$ cat src/rtl/note_chart_player.sv
// Rhythm-game chart sequencer: spawns chart notes into a rectangle pool, scrolls and retires them.
// Latency: start to first spawn 1 frame; all state and the rectangle bus update on frame_clk edges.
// Backpressure: a due note waits (chart_addr holds, stall sets) while every slot is live.
module note_chart_player #(
    parameter int NUM_SLOTS  = 32,
    parameter int ADDR_W     = 8,
    parameter int TIME_W     = 16,
    parameter int SPEED      = 1,
    parameter int SCREEN_H   = 480,
    parameter int LANE_PITCH = 53,
    parameter int RECT_W     = 20
) (
    input  logic                     frame_clk,
    input  logic                     Reset,
    input  logic                     start,
    input  logic                     pause,
    output logic [ADDR_W-1:0]        chart_addr,
    input  logic [TIME_W+13:0]       chart_data,
    output logic [6:0]               numRectangles,
    output logic [NUM_SLOTS*43-1:0]  rectangles,
    output logic [6:0]               active_count,
    output logic                     playing,
    output logic                     done,
    output logic                     stall
);

    typedef enum logic [1:0] {IDLE, PLAY, DRAIN, DONE} state_t;

    localparam logic [9:0]         PITCH10 = 10'(LANE_PITCH);
    localparam logic [9:0]         WIDTH10 = 10'(RECT_W);
    localparam logic signed [13:0] SPD     = 14'(SPEED);
    localparam logic signed [13:0] LIMIT   = 14'(SCREEN_H);

    state_t state_q, state_d;

    logic [NUM_SLOTS-1:0] live_q, live_d;
    logic [9:0]           x_q [NUM_SLOTS];
    logic [9:0]           x_d [NUM_SLOTS];
    logic [12:0]          y_q [NUM_SLOTS];
    logic [12:0]          y_d [NUM_SLOTS];
    logic [9:0]           h_q [NUM_SLOTS];
    logic [9:0]           h_d [NUM_SLOTS];
    logic signed [13:0]   y_mv [NUM_SLOTS];

    logic [TIME_W-1:0] frame_q, frame_d;
    logic [ADDR_W-1:0] addr_d;
    logic              stall_d;
    logic [6:0]        count_d;
    logic              playing_d, done_d;

    logic [TIME_W-1:0]    note_frame;
    logic [3:0]           note_lane;
    logic [9:0]           note_len;
    logic [9:0]           spawn_x;
    logic [12:0]          spawn_y;
    logic [NUM_SLOTS-1:0] free_vec, free_sel;
    logic                 due, spawn;

    assign note_frame = chart_data[TIME_W+13:14];
    assign note_lane  = chart_data[13:10];
    assign note_len   = chart_data[9:0];

    // Multiply in 10 bits: the wrap matches truncating the full product.
    assign spawn_x = 10'(note_lane) * PITCH10;
    assign spawn_y = 13'd0 - {3'd0, note_len};

    // Free mask comes only from registered live bits; a slot freed this edge is usable next edge.
    assign free_vec = ~live_q;
    assign free_sel = free_vec & (~free_vec + NUM_SLOTS'(1));

    assign numRectangles = 7'(NUM_SLOTS);

    // Candidate next Y for each slot, one bit wider so the retire compare cannot wrap.
    always_comb begin
        for (int i = 0; i < NUM_SLOTS; i++) begin
            y_mv[i] = $signed({y_q[i][12], y_q[i]}) + SPD;
        end
    end

    // Next-state, motion, spawn and bookkeeping for the whole sequencer.
    always_comb begin
        state_d = state_q;
        live_d  = live_q;
        x_d     = x_q;
        y_d     = y_q;
        h_d     = h_q;
        addr_d  = chart_addr;
        frame_d = frame_q;
        stall_d = stall;

        due   = (state_q == PLAY) && !pause && (note_len != 10'd0) && (note_frame <= frame_q);
        spawn = due && (|free_vec);

        if ((state_q == PLAY || state_q == DRAIN) && !pause) begin
            for (int i = 0; i < NUM_SLOTS; i++) begin
                if (live_q[i]) begin
                    if (y_mv[i] >= LIMIT) begin
                        live_d[i] = 1'b0;
                        x_d[i]    = 10'd0;
                        y_d[i]    = 13'd0;
                        h_d[i]    = 10'd0;
                    end else begin
                        y_d[i] = y_mv[i][12:0];
                    end
                end
            end
            if (frame_q != {TIME_W{1'b1}}) begin
                frame_d = frame_q + TIME_W'(1);
            end
        end

        // Only a free slot is selected, so the spawn never collides with motion above.
        if (spawn) begin
            for (int i = 0; i < NUM_SLOTS; i++) begin
                if (free_sel[i]) begin
                    live_d[i] = 1'b1;
                    x_d[i]    = spawn_x;
                    y_d[i]    = spawn_y;
                    h_d[i]    = note_len;
                end
            end
            addr_d = chart_addr + ADDR_W'(1);
        end

        if (due && !(|free_vec)) begin
            stall_d = 1'b1;
        end

        case (state_q)
            IDLE, DONE: begin
                if (start) begin
                    state_d = PLAY;
                    addr_d  = '0;
                    frame_d = '0;
                    stall_d = 1'b0;
                end
            end
            PLAY: begin
                if (note_len == 10'd0 || (spawn && chart_addr == {ADDR_W{1'b1}})) begin
                    state_d = DRAIN;
                end
            end
            DRAIN: begin
                if (active_count == 7'd0) begin
                    state_d = DONE;
                end
            end
            default: state_d = IDLE;
        endcase

        count_d = '0;
        for (int i = 0; i < NUM_SLOTS; i++) begin
            count_d = count_d + 7'(live_d[i]);
        end

        playing_d = (state_d == PLAY) || (state_d == DRAIN);
        done_d    = (state_d == DONE);
    end

    // FSM state register.
    always_ff @(posedge frame_clk) begin
        if (Reset) begin
            state_q <= IDLE;
        end else begin
            state_q <= state_d;
        end
    end

    // Slot pool, chart pointer, frame counter and registered status outputs.
    always_ff @(posedge frame_clk) begin
        if (Reset) begin
            live_q       <= '0;
            chart_addr   <= '0;
            frame_q      <= '0;
            stall        <= 1'b0;
            active_count <= '0;
            playing      <= 1'b0;
            done         <= 1'b0;
            for (int i = 0; i < NUM_SLOTS; i++) begin
                x_q[i] <= '0;
                y_q[i] <= '0;
                h_q[i] <= '0;
            end
        end else begin
            live_q       <= live_d;
            chart_addr   <= addr_d;
            frame_q      <= frame_d;
            stall        <= stall_d;
            active_count <= count_d;
            playing      <= playing_d;
            done         <= done_d;
            for (int i = 0; i < NUM_SLOTS; i++) begin
                x_q[i] <= x_d[i];
                y_q[i] <= y_d[i];
                h_q[i] <= h_d[i];
            end
        end
    end

    // Pack the renderer bus; free slots carry zeroed fields so nothing is drawn.
    always_comb begin
        rectangles = '0;
        for (int i = 0; i < NUM_SLOTS; i++) begin
            rectangles[(NUM_SLOTS-i)*43-1 -: 43] = {x_q[i], y_q[i], (live_q[i] ? WIDTH10 : 10'd0), h_q[i]};
        end
    end

endmodule

$ cat config.mk
export PLATFORM = sky130hd
export DESIGN_NAME = note_chart_player
export DESIGN_NICKNAME = d
export VERILOG_FILES = /design/src/rtl/note_chart_player.sv
export SDC_FILE = /design/constraint.sdc
export NUM_CORES = 2
export LEC_CHECK = 0
export CELL_PAD_IN_SITES_DETAIL_PLACEMENT = 1
export CELL_PAD_IN_SITES_GLOBAL_PLACEMENT = 1
export CORE_AREA = 2 2 564 566
export DETAILED_ROUTE_END_ITERATION = 12
export DIE_AREA = 0 0 566 568
export GPL_TIMING_DRIVEN = 1
export PLACE_DENSITY_LB_ADDON = 0.15
export REMOVE_ABC_BUFFERS = 1
export SYNTH_ARGS = -nofsm -noshare
export SYNTH_HDL_FRONTEND = slang
export SYNTH_SLANG_ARGS = --single-unit
$ cat constraint.sdc
create_clock -name frame_clk -period 24.4 [get_ports frame_clk]
set_clock_uncertainty 0.1 [all_clocks]
set_input_delay 7.32 -clock frame_clk [delete_from_list [all_inputs] [get_ports frame_clk]]
set_output_delay 7.32 -clock frame_clk [all_outputs]
set_load 0.1 [all_outputs]
==> metrics.cfg <==
[clock_tree]
insertion_delay_ns=0.84
cts_sinks=1123
root_buffer=clkbuf_16
cts_tree=done
cts-hold-fix-buffers=0
cts_buffer_depth=4
post_cts_resized=0
h-tree-depth=4
cts_buffers=159
post_cts_buffers=0
clk_pin_slew_worst_paths_ns=0.06

[finish]
nets=7575
fillers=36688
drive_gt1_share_pct=9.54
area_growth_pct=39.5
layout_common_cells=1123 x dfxtp_1, 1074 x clkdlybuf4s50_1, 754 x nand2_1
mostFrequentLayoutCell=dfxtp_1

[setup_path]
cp_slowest_cell=and2_0
cp.arrival_ns=15.25
crit_chain=clkdlybuf4s50_1 > ha_1 > and3_1 > nand4_1 > nor2_1 > and2_0 > o21ai_4 > buf_4 > nor4_4 > buf_4 > a21oi_1 > fa_1 > fa_1 > fa_1 > fa_1 > fa_1 > inv_1 > fa_1 > ha_1 > fa_1 > a21o_1 > a21oi_1 > xor2_1 > nor2_1
crit_top_cell=fa_1
critPathMaxFanout=37
crit_path_max_incr_delay_ns=0.61
crit_type=in2reg
crit_path_end_kind=flop
crit_required_ns=24.98
start_kind=primary input

[place]
gp_congestion=0.841
port_buffers=1170
hpwl_um=264000

[die]
core_um2=316000
io_pins=1435
dieArea_um2=321000
die_height_um=568
rows=207
start_util_pct=16.9
die_w_um=566

[grt]
antenna_found_initial=34
grt.overflow.total=0
grt_max_degree=101
track_usage_pct=21.4
grt_pass1_wl_um=483000
grt_pass1_vias=54480

[timing]
worst_slew_pin_slew_ns=1.27
max_slew_margin_pct=15.1
hold_violations=0
grt_setup_unrepaired=no
min_period_ns=14.67
holdWs_ns=0.351
maxSlewViolCount=0
max_freq_mhz=68.2
fin_setup_tns_ns=0
final-setup-viol-count=0
finalCritPeriodShare_pct=60.1

[power]
ir_worst_vdd_uv=55.3
power_frac_seq_pct=38.0
cellInternalPower_mw=3.42
switching_share_pct=29.5
power_frac_comb_pct=10.2
clkPwrFrac_pct=51.8
power.density_nw_per_um2=64.9
p_switching_mw=1.43
leakage_nw=25.0

[route]
vias=54201
drt-initial-drc-count=3221
postRouteAntennaNets=0
drt-vias-per-instance=4.61
route.detailed.drc=0
wl_um=357000
dr.pass1.iters=5
wire_per_inst_um=30.4

[run_status]
run_status=finished clean

[synth]
yosysSeqAreaShare_pct=42.0
synthAdderAreaFrac_pct=2.69
netlist_area_um2=53600
async_reset_ff_share_pct=0
ys.flop_type=dfxtp_1
muxShareOfSynthArea_pct=0.808
yosysUniqueCellTypes=104
synth_compound_area_share_pct=22.6
synth-simple-area-share_pct=20.4
syn-mean-instance-area_um2=8.35
yosysWarnings=0
synth_top_family_by_area=compound AO/OA/AOI/OAI gates
synth_xor_area_share_pct=3.11
ys_ff_latch=1123
synth-edff-count=0
synthCells=6417

[min_path]
hp-class=reg2reg

[job]
maxCapViolCount=0

==> synth_stat cells (32+ instances only) <==
master    count  share of area [%]
or3_1        59               0.69
nor4_1       45               0.53
buf_2        87               0.81
inv_1       103               0.72
and3_1       62               0.72
a31oi_1      77               0.90
a221oi_1     58               0.95
clkbuf_1    329                2.3
buf_4       305                4.3
and2_1       65               0.76
dfxtp_1    1123                 42
ha_1         75                1.8
nor2_1      427                3.0
nand2_1     783                5.5
a21oi_1     305                2.8
a22o_1      192                3.1
o22ai_1     130                1.5
nor2b_1      42               0.49
nand3_1     343                3.2
xnor2_1     124                2.0
a22oi_1      99                1.4
xor2_1       66                1.1
nor3_1      165                1.5
mux2i_1      32               0.60
a211oi_1    154                2.2
buf_1        32               0.22
nand4_1      98                1.1
o21ai_0     505                4.7
==> power groups by stage <==
stage / Combinational, mW / Sequential, mW / Clock [mW]
floorplan: 0.246 / 1.91 / 0
detailed placement: 0.511 / 1.88 / 0
global placement: 0.509 / 1.88 / 0
CTS: 0.511 / 1.84 / 2.60
finish: 0.495 / 1.84 / 2.51
global route: 0.512 / 1.84 / 2.66
==> cells by family (layout without fill, tap and decap cells) <==
kind of cell    Yosys count  in the layout
xor+xnor                190            190
fa+ha+maj               100            100
compound gates         1830           1830
simple gates           2269           2269
mux                      42             42
buf+inv                 861           1740
other cells               2            277
flops                  1123           1123
==> final timing paths <==
| check | start | endpoint | slack, ns | depth (start not counted) |
|---|---|---|---|---|
| worst max-delay path | chart_data[28] | active_count[4]$_SDFF_PP0_ | 9.73 | 24 |
| worst min-delay path | rectangles[169]$_SDFF_PP0_ | rectangles[169]$_SDFF_PP0_ | 0.35 | 2 |
| worst max register to register | live_q[11]$_SDFF_PP0_ | active_count[4]$_SDFF_PP0_ | 15.83 | 20 |
| worst min register to register | rectangles[169]$_SDFF_PP0_ | rectangles[169]$_SDFF_PP0_ | 0.35 | 2 |
==> stage by stage <==
step	std cells	setup slack, ns	cell area, um2	utilization, %	power [mW]
2_1_floorplan	5921	8.67	50400	-	2.15
3_3_place_gp	11460	8.91	69200	21.9	2.39
3_5_place_dp	11460	8.86	69200	21.9	2.39
4_1_cts	11738	9.76	74700	23.6	4.95
5_1_grt	11740	9.34	74700	23.6	5.01
6_report	11751	9.73	74700	23.6	4.85
==> critical path: cells and delay by family <==
kind,cells,cell delay [ns]
simple gates,6,1.78
fa+ha+maj,9,4.00
xor+xnor,1,0.17
compound gates,4,0.69
buf+inv,4,1.23
==> sequential cells by signal, summed over array words and instances (netlist names) <==
| signal | count |
|---|---|
| done | 1 |
| live_q | 32 |
| stall | 1 |
| chart_addr | 8 |
| rectangles | 1056 |
| playing | 1 |
| state_q | 2 |
| frame_q | 16 |
| active_count | 6 |
==> metal layers <==
| metal | track usage, % | routed length [um] | up-vias |
|---|---|---|---|
| met5 | 0 | 0 | - |
| met4 | 6.55 | 11200 | 0 |
| met3 | 5.48 | 23900 | 342 |
| met2 | 37.0 | 172000 | 1671 |
| met1 | 25.8 | 150000 | 27438 |
| li1 | - | - | 24750 |
==> layout make-up <==
class / instances / area [um2] / area share, %
Timing Repair Buffer: 1359 / 12900 / 17.3
Inverter: 103 / 392 / 0.524
Sequential cell: 1123 / 22500 / 30.1
Clock buffer: 227 / 4660 / 6.23
Clock inverter: 51 / 855 / 1.14
Antenna cell: 13 / 32.5 / 0.0435
Multi-Input combinational cell: 4695 / 28200 / 37.7
Tap cell: 4180 / 5230 / 7.00
Note: power is estimated with default switching activity, not from simulation.
